===== config.mk =====
export PLATFORM = sky130hd
export DESIGN_NAME = i2c_target
export DESIGN_NICKNAME = d
export VERILOG_FILES = /design/src/rtl/i2c_target.sv
export SDC_FILE = /design/constraint.sdc
export NUM_CORES = 1
export LEC_CHECK = 0
export CAP_MARGIN = 25
export CORE_ASPECT_RATIO = 1.25
export CORE_MARGIN = 8
export CORE_UTILIZATION = 35
export DETAILED_ROUTE_END_ITERATION = 16
export PLACE_DENSITY_LB_ADDON = 0.1
export RECOVER_POWER = 25
export SETUP_SLACK_MARGIN = 0.05
export SYNTH_ARGS = -nofsm -noshare
export SYNTH_HDL_FRONTEND = slang
export SYNTH_SLANG_ARGS = --single-unit

===== constraint.sdc =====
create_clock -name clk -period 2 [get_ports clk]
set_input_delay 0.6 -clock clk [delete_from_list [all_inputs] [get_ports clk]]
set_output_delay 0.6 -clock clk [all_outputs]
set_load 0.02 [all_outputs]

===== src/rtl/i2c_target.sv =====
// I2C target (responder) with an 8-byte register bank shared with the picosoc
// iomem bus. The external controller writes a pointer byte followed by data
// bytes, or reads bytes starting at the current pointer. SDA is open-drain and
// is only ever pulled low (sda_oe = 1). SCL is never stretched.
module i2c_target #(
  parameter logic [6:0] ADDR = 7'h42
) (
  input  logic        clk,
  input  logic        resetn,
  input  logic        scl_i,
  input  logic        sda_i,
  output logic        sda_oe,
  input  logic        iomem_valid,
  output logic        iomem_ready,
  input  logic [3:0]  iomem_wstrb,
  input  logic [2:0]  iomem_addr,
  input  logic [31:0] iomem_wdata,
  output logic [31:0] iomem_rdata,
  output logic        wr_irq,
  output logic        busy
);

  typedef enum logic [2:0] {
    S_IDLE,
    S_ADDR,
    S_ADDR_ACK,
    S_RX,
    S_RX_ACK,
    S_TX,
    S_TX_ACK,
    S_IGNORE
  } state_e;

  state_e      state_q, state_d;

  // Pin synchronisers plus one history stage for edge detection.
  logic        scl_s1_q, scl_s1_d, scl_s2_q, scl_s2_d, scl_h_q, scl_h_d;
  logic        sda_s1_q, sda_s1_d, sda_s2_q, sda_s2_d, sda_h_q, sda_h_d;

  logic [7:0]  shreg_q, shreg_d;     // incoming byte, MSB first
  logic [3:0]  bitcnt_q, bitcnt_d;   // bits shifted in / driven out
  logic        rw_q, rw_d;           // R/W bit of the accepted address
  logic        first_q, first_d;     // next received byte is the pointer
  logic        ack_q, ack_d;         // controller ACKed the byte just sent
  logic [7:0]  txbuf_q, txbuf_d;     // byte being transmitted, frozen at load
  logic [2:0]  ptr_q, ptr_d;
  logic        sda_oe_q, sda_oe_d;
  logic        busy_q, busy_d;
  logic        wr_irq_q, wr_irq_d;
  logic        ready_q, ready_d;
  logic [31:0] rdata_q, rdata_d;
  logic [7:0]  regs_q [8];
  logic [7:0]  regs_d [8];

  logic        scl_rise, scl_fall, start_c, stop_c;
  logic        host_acc;
  logic [3:0]  tx_idx;
  logic        unused_addr_lsbs;

  // Byte lanes within a word are selected by wstrb, so the low address bits
  // carry no information.
  assign unused_addr_lsbs = ^iomem_addr[1:0];

  assign scl_rise = scl_s2_q & ~scl_h_q;
  assign scl_fall = ~scl_s2_q & scl_h_q;
  assign start_c  = scl_s2_q & scl_h_q & sda_h_q & ~sda_s2_q;
  assign stop_c   = scl_s2_q & scl_h_q & ~sda_h_q & sda_s2_q;
  assign host_acc = iomem_valid & ~ready_q;
  assign tx_idx   = 4'd7 - bitcnt_q;

  assign sda_oe      = sda_oe_q;
  assign busy        = busy_q;
  assign wr_irq      = wr_irq_q;
  assign iomem_ready = ready_q;
  assign iomem_rdata = rdata_q;

  // State register and all datapath flops, synchronous active-low reset.
  // NOTE: sequential state uses non-blocking (<=) so every flop samples the
  // pre-edge value of every other flop regardless of statement order.
  always_ff @(posedge clk) begin
    if (!resetn) begin
      state_q  <= S_IDLE;
      // Synchronisers reset to the idle-bus level so release of reset does not
      // look like a START or STOP.
      scl_s1_q <= 1'b1;
      scl_s2_q <= 1'b1;
      scl_h_q  <= 1'b1;
      sda_s1_q <= 1'b1;
      sda_s2_q <= 1'b1;
      sda_h_q  <= 1'b1;
      shreg_q  <= 8'h00;
      bitcnt_q <= 4'd0;
      rw_q     <= 1'b0;
      first_q  <= 1'b0;
      ack_q    <= 1'b0;
      txbuf_q  <= 8'h00;
      ptr_q    <= 3'd0;
      sda_oe_q <= 1'b0;
      busy_q   <= 1'b0;
      wr_irq_q <= 1'b0;
      ready_q  <= 1'b0;
      rdata_q  <= 32'h0;
      // NOTE: the register bank is a handful of flops (not a RAM macro) and
      // must read back as zero after reset, so it is reset element by element.
      for (int i = 0; i < 8; i++) regs_q[i] <= 8'h00;
    end else begin
      state_q  <= state_d;
      scl_s1_q <= scl_s1_d;
      scl_s2_q <= scl_s2_d;
      scl_h_q  <= scl_h_d;
      sda_s1_q <= sda_s1_d;
      sda_s2_q <= sda_s2_d;
      sda_h_q  <= sda_h_d;
      shreg_q  <= shreg_d;
      bitcnt_q <= bitcnt_d;
      rw_q     <= rw_d;
      first_q  <= first_d;
      ack_q    <= ack_d;
      txbuf_q  <= txbuf_d;
      ptr_q    <= ptr_d;
      sda_oe_q <= sda_oe_d;
      busy_q   <= busy_d;
      wr_irq_q <= wr_irq_d;
      ready_q  <= ready_d;
      rdata_q  <= rdata_d;
      for (int i = 0; i < 8; i++) regs_q[i] <= regs_d[i];
    end
  end

  // Next-state logic: bus conditions override the byte-level protocol.
  always_comb begin
    state_d = state_q;
    if (stop_c) begin
      state_d = S_IDLE;
    end else if (start_c) begin
      state_d = S_ADDR;
    end else if (scl_fall) begin
      unique case (state_q)
        S_ADDR:     if (bitcnt_q == 4'd8)
                      state_d = (shreg_q[7:1] == ADDR) ? S_ADDR_ACK : S_IGNORE;
        S_ADDR_ACK: state_d = rw_q ? S_TX : S_RX;
        S_RX:       if (bitcnt_q == 4'd8) state_d = S_RX_ACK;
        S_RX_ACK:   state_d = S_RX;
        S_TX:       if (bitcnt_q == 4'd8) state_d = S_TX_ACK;
        S_TX_ACK:   state_d = ack_q ? S_TX : S_IGNORE;
        default:    state_d = state_q;
      endcase
    end
  end

  // Output and datapath logic: shift register, SDA drive, register bank and
  // host port. The host write is applied last so it wins a same-byte collision.
  always_comb begin
    // NOTE: every variable gets a default before any branch; without it a
    // path that skips an assignment would infer a latch.
    scl_s1_d = scl_i;
    scl_s2_d = scl_s1_q;
    scl_h_d  = scl_s2_q;
    sda_s1_d = sda_i;
    sda_s2_d = sda_s1_q;
    sda_h_d  = sda_s2_q;
    shreg_d  = shreg_q;
    bitcnt_d = bitcnt_q;
    rw_d     = rw_q;
    first_d  = first_q;
    ack_d    = ack_q;
    txbuf_d  = txbuf_q;
    ptr_d    = ptr_q;
    sda_oe_d = sda_oe_q;
    busy_d   = busy_q;
    wr_irq_d = 1'b0;
    ready_d  = host_acc;
    rdata_d  = rdata_q;
    for (int i = 0; i < 8; i++) regs_d[i] = regs_q[i];

    if (stop_c) begin
      sda_oe_d = 1'b0;
      busy_d   = 1'b0;
    end else if (start_c) begin
      sda_oe_d = 1'b0;
      bitcnt_d = 4'd0;
    end else begin
      unique case (state_q)
        S_ADDR: begin
          if (scl_rise) begin
            shreg_d  = {shreg_q[6:0], sda_s2_q};
            bitcnt_d = bitcnt_q + 4'd1;
          end else if (scl_fall && bitcnt_q == 4'd8) begin
            rw_d = shreg_q[0];
            if (shreg_q[7:1] == ADDR) begin
              sda_oe_d = 1'b1;
              busy_d   = 1'b1;
            end
          end
        end
        S_ADDR_ACK: begin
          if (scl_fall) begin
            if (rw_q) begin
              txbuf_d  = regs_q[ptr_q];
              sda_oe_d = ~regs_q[ptr_q][7];
              bitcnt_d = 4'd1;
            end else begin
              sda_oe_d = 1'b0;
              first_d  = 1'b1;
              bitcnt_d = 4'd0;
            end
          end
        end
        S_RX: begin
          if (scl_rise) begin
            shreg_d  = {shreg_q[6:0], sda_s2_q};
            bitcnt_d = bitcnt_q + 4'd1;
          end else if (scl_fall && bitcnt_q == 4'd8) begin
            sda_oe_d = 1'b1;
            bitcnt_d = 4'd0;
            if (first_q) begin
              ptr_d = shreg_q[2:0];
            end else begin
              regs_d[ptr_q] = shreg_q;
              wr_irq_d      = 1'b1;
              ptr_d         = ptr_q + 3'd1;
            end
          end
        end
        S_RX_ACK: begin
          if (scl_fall) begin
            sda_oe_d = 1'b0;
            first_d  = 1'b0;
            bitcnt_d = 4'd0;
          end
        end
        S_TX: begin
          if (scl_fall) begin
            if (bitcnt_q == 4'd8) begin
              sda_oe_d = 1'b0;
              ptr_d    = ptr_q + 3'd1;
            end else begin
              sda_oe_d = ~txbuf_q[tx_idx[2:0]];
              bitcnt_d = bitcnt_q + 4'd1;
            end
          end
        end
        S_TX_ACK: begin
          if (scl_rise) begin
            ack_d = ~sda_s2_q;
          end else if (scl_fall) begin
            if (ack_q) begin
              txbuf_d  = regs_q[ptr_q];
              sda_oe_d = ~regs_q[ptr_q][7];
              bitcnt_d = 4'd1;
            end else begin
              sda_oe_d = 1'b0;
            end
          end
        end
        S_IGNORE: sda_oe_d = 1'b0;
        default:  sda_oe_d = 1'b0;
      endcase
    end

    // Host port: return the pre-write word, then apply strobed byte writes.
    if (host_acc) begin
      rdata_d = {regs_q[{iomem_addr[2], 2'd3}], regs_q[{iomem_addr[2], 2'd2}],
                 regs_q[{iomem_addr[2], 2'd1}], regs_q[{iomem_addr[2], 2'd0}]};
      for (int i = 0; i < 4; i++) begin
        if (iomem_wstrb[i]) regs_d[{iomem_addr[2], 2'(i)}] = iomem_wdata[8*i +: 8];
      end
    end
  end

endmodule

; ---- Yosys cells after proc, flatten, opt, wreduce, memory -nomap -nowiden
; Memories as Yosys holds them, arrays and structs flattened. A register that Yosys moved wholly into a read port is not among the register bits.
; Cells that the tools add are included.
[totals]
register_bits = 39
ramBits = 64
in_bits = 44
out_inout_bits = 36
word_cells = 230
memories = 1
[memory_table]
columns = name, depth, width, rd, rd_ports_with_merged_regs, wr, line_no
row1 = regs_q, 8, 8, 13, 5, 8, 52  ; logic [7:0] regs_q [8];
[op_classes]
n_addsub = 3
magnitude_cmp = 11
eq_ne = 36
n_mux = 95
bitwise = 34
reduce_logical = 31
[op_table]
columns = operator, count
row1 = 2-to-1 mux 64 bit, 14
row2 = bitwise mux 64 bit, 5
row3 = 2-to-1 mux 8 bit, 18
row4 = demux 8 bit (select 3 bit), 5
row5 = 2-to-1 mux 4 bit, 11
row6 = 2-to-1 mux 3 bit, 12
row7 = != test 3 bit (second input constant), 11
row8 = != test 2 bit (second input constant), 16
row9 = case mux 4 bit (6 select lines), 1
row10 = 2-to-1 mux 1 bit, 22
row11 = greater-or-equal comparator 4 bit (second input constant), 5
row12 = < comparator 4 x 1 -> 1 bit (second input constant), 5
row13 = inverter 3 -> 4 bit, 5
row14 = AND reduction 5 bit, 4
row15 = case mux 3 bit (6 select lines), 1
row16 = case mux 8 bit (2 select lines), 1
row17 = inverter 1 bit, 13
row18 = AND reduction 11 bit, 1
row19 = AND reduction 10 bit, 1
row20 = equality test 3 bit (second input constant), 3
row21 = bitwise AND 1 bit, 8
row22 = bitwise OR 1 bit, 8
row23 = AND reduction 4 bit, 2
row24 = AND reduction 8 bit, 1
row25 = 24 further kinds, 37

; ---- Logic depth before layout (Yosys ltp)
[logic_depth]
ltp_word = 25
ltp_mapped = 9
ltp_nobuf = 7

; ---- Worst setup path after synthesis
; Ideal clock, no wire load.
[synth_path]
path_kind = reg2reg
from = reg bitcnt_q[0]
to = mem regs_q[3][0]
setup_ns = 0.132
t_arrival_ns = 1.946
t_required_ns = 1.868
setup_slack_ns = -0.078
stages_incl_launch_ff = 10
path_buffers = 2
synth_period_minus_slack_ns = 2.078
cell_sequence = dfxtp_1 > inv_1 > ha_1 > and3b_1 > buf_6 > nand4_4 > or4_1 > buf_2 > mux2i_1 > a21oi_1
[synth_rtl]
columns = element, line_no
row1 = "start, declared", 41  ; logic [3:0] bitcnt_q, bitcnt_d;
row2 = "start signal, assigned", 115  ; bitcnt_q <= bitcnt_d;
row3 = "end, declared", 52

==> metrics.md <==
| Metric | Value |
|---|---|
| Violated checks | `negative setup slack` |
| Residual DRC count | `0` |
| Worst-Margin Slew | `1.154 ns` |
| Global-route wire length before repair | `between 30000 and 40000 µm` |
| Min Tclk post-route | `2.007 ns` |
| Routed Antenna Nets | `0` |
| Yosys warns | `0` |
| Clock net sink count | `between 100 and 150` |
| CP bufs+invs | `2` |
| Cts hold-fix bufs | `0` |
| Vias after detailed routing | `about 6000` |
| Hold Violations, Final | `0` |
| Total placed instance area | `roughly 0.0083 mm²` |
| Synthesized-area fraction occupied by adder cells | `less than 1%` |
| Vias in the first global route | `6223` |
| Mean Syn Cell Area | `9.244 µm²` |
| Iteration-0 DRC Markers | `235` |
| PwrDens | `745.8 mW/mm²` |
| Clock tree buffer depth | `2` |
| Post-synthesis simple-gate area fraction | `around an eighth` |
| Seq cells post-synth | `roughly 140` |
| Die Wd | `140.1 µm` |
| Worst vdd ir | `~0.61 mV` |
| Most common cell after layout, fill and taps aside | `dfxtp_1` |
| Mapped cell area | `about 0.0067 mm²` |
| Leak pwr | `3.530 nW` |
| Hold WS | `slightly above 0.4 ns` |
| Worst-case clock skew | `slightly below 0.009 ns` |
| Clock root buffer | `clkbuf_16` |
| H-tree Lvls | `4` |
| Initial antenna violation count | `0` |
| Final net count | `roughly 900` |
| Post-route insts no fill | `about 1100` |
| Total of max-cap violations | `0` |
| First-pass DRT Iterations | `4` |
| Ys async rst share | `0%` |
| Most frequent cells in the layout | `135 x dfxtp_1, 103 x mux2i_1, 87 x o21ai_0` |
| Clk pin slew, worst setup/hold paths | `around 0.060 ns` |
| Max_slew headroom | `between 20% and 30%` |
| Final Setup Violations | `2` |
| Mapped Cells | `roughly 730` |
| Commonest register cell after synthesis | `dfxtp_1` |
| Status | `finished, violations left` |
| CP max-delay cell | `or4_4` |
| Endpoint type of the worst setup path | `flip-flop` |
| WP data required | `approximately 2.3 ns` |
| Placed Cells | `1056` |
| Delay-heaviest family, CP | `simple AND/OR/NAND/NOR gates` |
| Area growth, synth to finish | `33.70%` |
| Clk_lat worst skew | `0.42 ns` |
| Util after Layout | `a little under half` |
| Gpl congestion | `about 0.84` |
| Worst setup SP type | `flip-flop` |
| TritonCTS clock tree | `built` |
| Worst-path maximum fanout | `8` |
| Compound-Gate Fraction of Synth Area | `between 10% and 20%` |
| Via density | `between 5 and 6` |
| Die height | `171.1 µm` |
| DP HPWL | `16660 µm` |
| Die ar. | `approximately 0.024 mm²` |
| Avg WL per Cell | `between 20 and 25 µm` |
| Post-synth EDFFs | `0` |
| PnR worst setup slack | `-0.007446 ns` |
| Worst min-delay path class | `flip-flop to flip-flop` |
| Total wire length | `~22000 µm` |
| Crit path kind | `flip-flop to flip-flop` |
| CP Cell Sequence | `inv_4 > ha_4 > and3b_2 > nand4_4 > or4_4 > buf_12 > mux2i_2 > a21oi_1` |
| Multiplexer area fraction after synthesis | `21.57%` |
| Unrepaired setup endpoints after global routing | `yes` |
| Syn nets | `between 700 and 800` |
| Largest family of logic cells by synthesized area | `multiplexers` |
| Initial Util | `a little over a third` |
| Sequential fraction of the synthesis area | `approximately two fifths` |
| CP max stage delay | `a little under 0.6 ns` |
| GRT Resource Usage Total | `between 10% and 20%` |
| Max-slew violation count | `0` |
| Port-buffer cells | `just under 80` |
| Gr ovfl total | `0` |
| IO Count | `80` |
| Synth unique cells | `between 50 and 60` |
| Post-route cell area | `0.009010 mm²` |
| Row count | `56` |
| Power Total | `about 6.7 mW` |
| Largest net degree at the start of global routing | `45` |
| Core area | `about 0.019 mm²` |
| TritonCTS buffer count | `17` |
| CP arrival | `about 2.3 ns` |
| Fmax | `498.1 MHz` |
| Diode count | `0` |
| Synth Area in XOR/XNOR | `less than 1%` |
| Final period util | `100.4%` |
| Share of cells above drive strength 1 | `a little under a fifth` |
routing by layer:
layer	part of all wire, %	GRT usage, %	routed length [µm]	vias to the layer above
met1	42	21.15	9269	2889
met3	2.8	3.346	631	47
met2	51	33.40	11240	141
met4	4.7	11.21	1042	0
li1	-	-	-	2917
met5	0	0	0	-
report_power, final:
| part | leakage (nW) | switching (mW) | internal (mW) | total (mW) |
|---|---|---|---|---|
| sequential | 1.13 | 0.0987 | 2.87 | 2.97 |
| clock | 0.263 | 1.25 | 1.71 | 2.95 |
| combinational | 2.14 | 0.429 | 0.366 | 0.794 |
| total | 3.53 | 1.77 | 4.95 | 6.72 |
registers in the layout, summed over array words and instances, names as in the netlist, 3 cells and up, named ones only:
register and cells:
regs_q 64, shreg_q 8, state_q 3, txbuf_q 8, ptr_q 3, iomem_rdata 32
bitcnt_q 4
stage by stage:
stage / setup TNS (ns) / setup slack (ns)
floorplan: -0.1529 / -0.01912
global placement: -2.659 / -0.09534
detailed placement: -3.464 / -0.1197
CTS: 0 / 0.01331
global route: -1.481 / -0.07394
finish: -0.008307 / -0.007446
worst reg2reg max path, delay by kind of cell, from the launching register on:
family | cells | cell delay (ns)
flops | 1 | 0.35
mux | 1 | 0.18
buf+inv | 2 | 0.23
simple gates | 3 | 0.95
compound gates | 1 | 0.08
fa+ha+maj | 1 | 0.11
cell type report:
cell class                      instances  area [µm²]
Fill cell                            1836        9838
Multi-Input combinational cell        519        3791
Sequential cell                       138        2769
Timing Repair Buffer                  163        1577
Clock buffer                           17       425.4
Tap cell                              232       290.3
Clock inverter                         13       121.4
Inverter                                9       36.28
worst paths after layout:
| check | from | endpoint | slack [ns] | cells after the start |
|---|---|---|---|---|
| worst max-delay path | bitcnt_q[0]$_SDFFE_PN0P_ | regs_q[5][2]$_SDFF_PN0_ | -0.007 | 8 |
| worst min-delay path | scl_s1_q$_SDFF_PN1_ | scl_h_d$_SDFF_PN1_ | 0.41 | 1 |
| worst max register to register | bitcnt_q[0]$_SDFFE_PN0P_ | regs_q[5][2]$_SDFF_PN0_ | -0.007 | 8 |
| worst min register to register | scl_s1_q$_SDFF_PN1_ | scl_h_d$_SDFF_PN1_ | 0.41 | 1 |
cell families (layout without fill, tap and decap cells):
kind of cell | count (synthesis) | count (layout)
AO/OA/AOI/OAI | 234 | 234
XOR/XNOR | 2 | 2
adder cells (fa/ha/maj) | 3 | 3
buffers and inverters | 72 | 202
flip-flops | 138 | 138
multiplexers | 125 | 125
AND/OR/NAND/NOR | 155 | 155
cell usage after synthesis, drive strengths merged (2+ instances only):
master | count | area [µm²]
a211oi | 40 | 300.3
a21o | 2 | 15.01
a21oi | 85 | 425.4
a311oi | 2 | 17.52
a31oi | 4 | 25.02
and2b | 4 | 31.28
and3 | 5 | 31.28
and3b | 3 | 26.28
buf | 15 | 73.82
clkbuf | 48 | 180.2
dfxtp | 138 | 2763
ha | 3 | 37.54
inv | 9 | 33.78
mux2 | 2 | 22.52
mux2i | 107 | 1071
mux4 | 16 | 360.4
nand2 | 32 | 120.1
nand2b | 12 | 75.07
nand3 | 11 | 55.05
nand4 | 2 | 27.53
nor2 | 52 | 195.2
nor2b | 7 | 43.79
nor3 | 7 | 57.55
nor3b | 4 | 30.03
nor4 | 3 | 48.80
o211ai | 5 | 37.54
o21ai | 87 | 435.4
o31ai | 2 | 15.01
or3 | 3 | 18.77
or4 | 2 | 15.01
timing repair:
action,4_1_cts,5_1_grt
buffers inserted,0,5
gates resized for setup,51,16
setup endpoints to repair,85,53
pin swaps,5,20
Power figures use the tool's default switching activity.
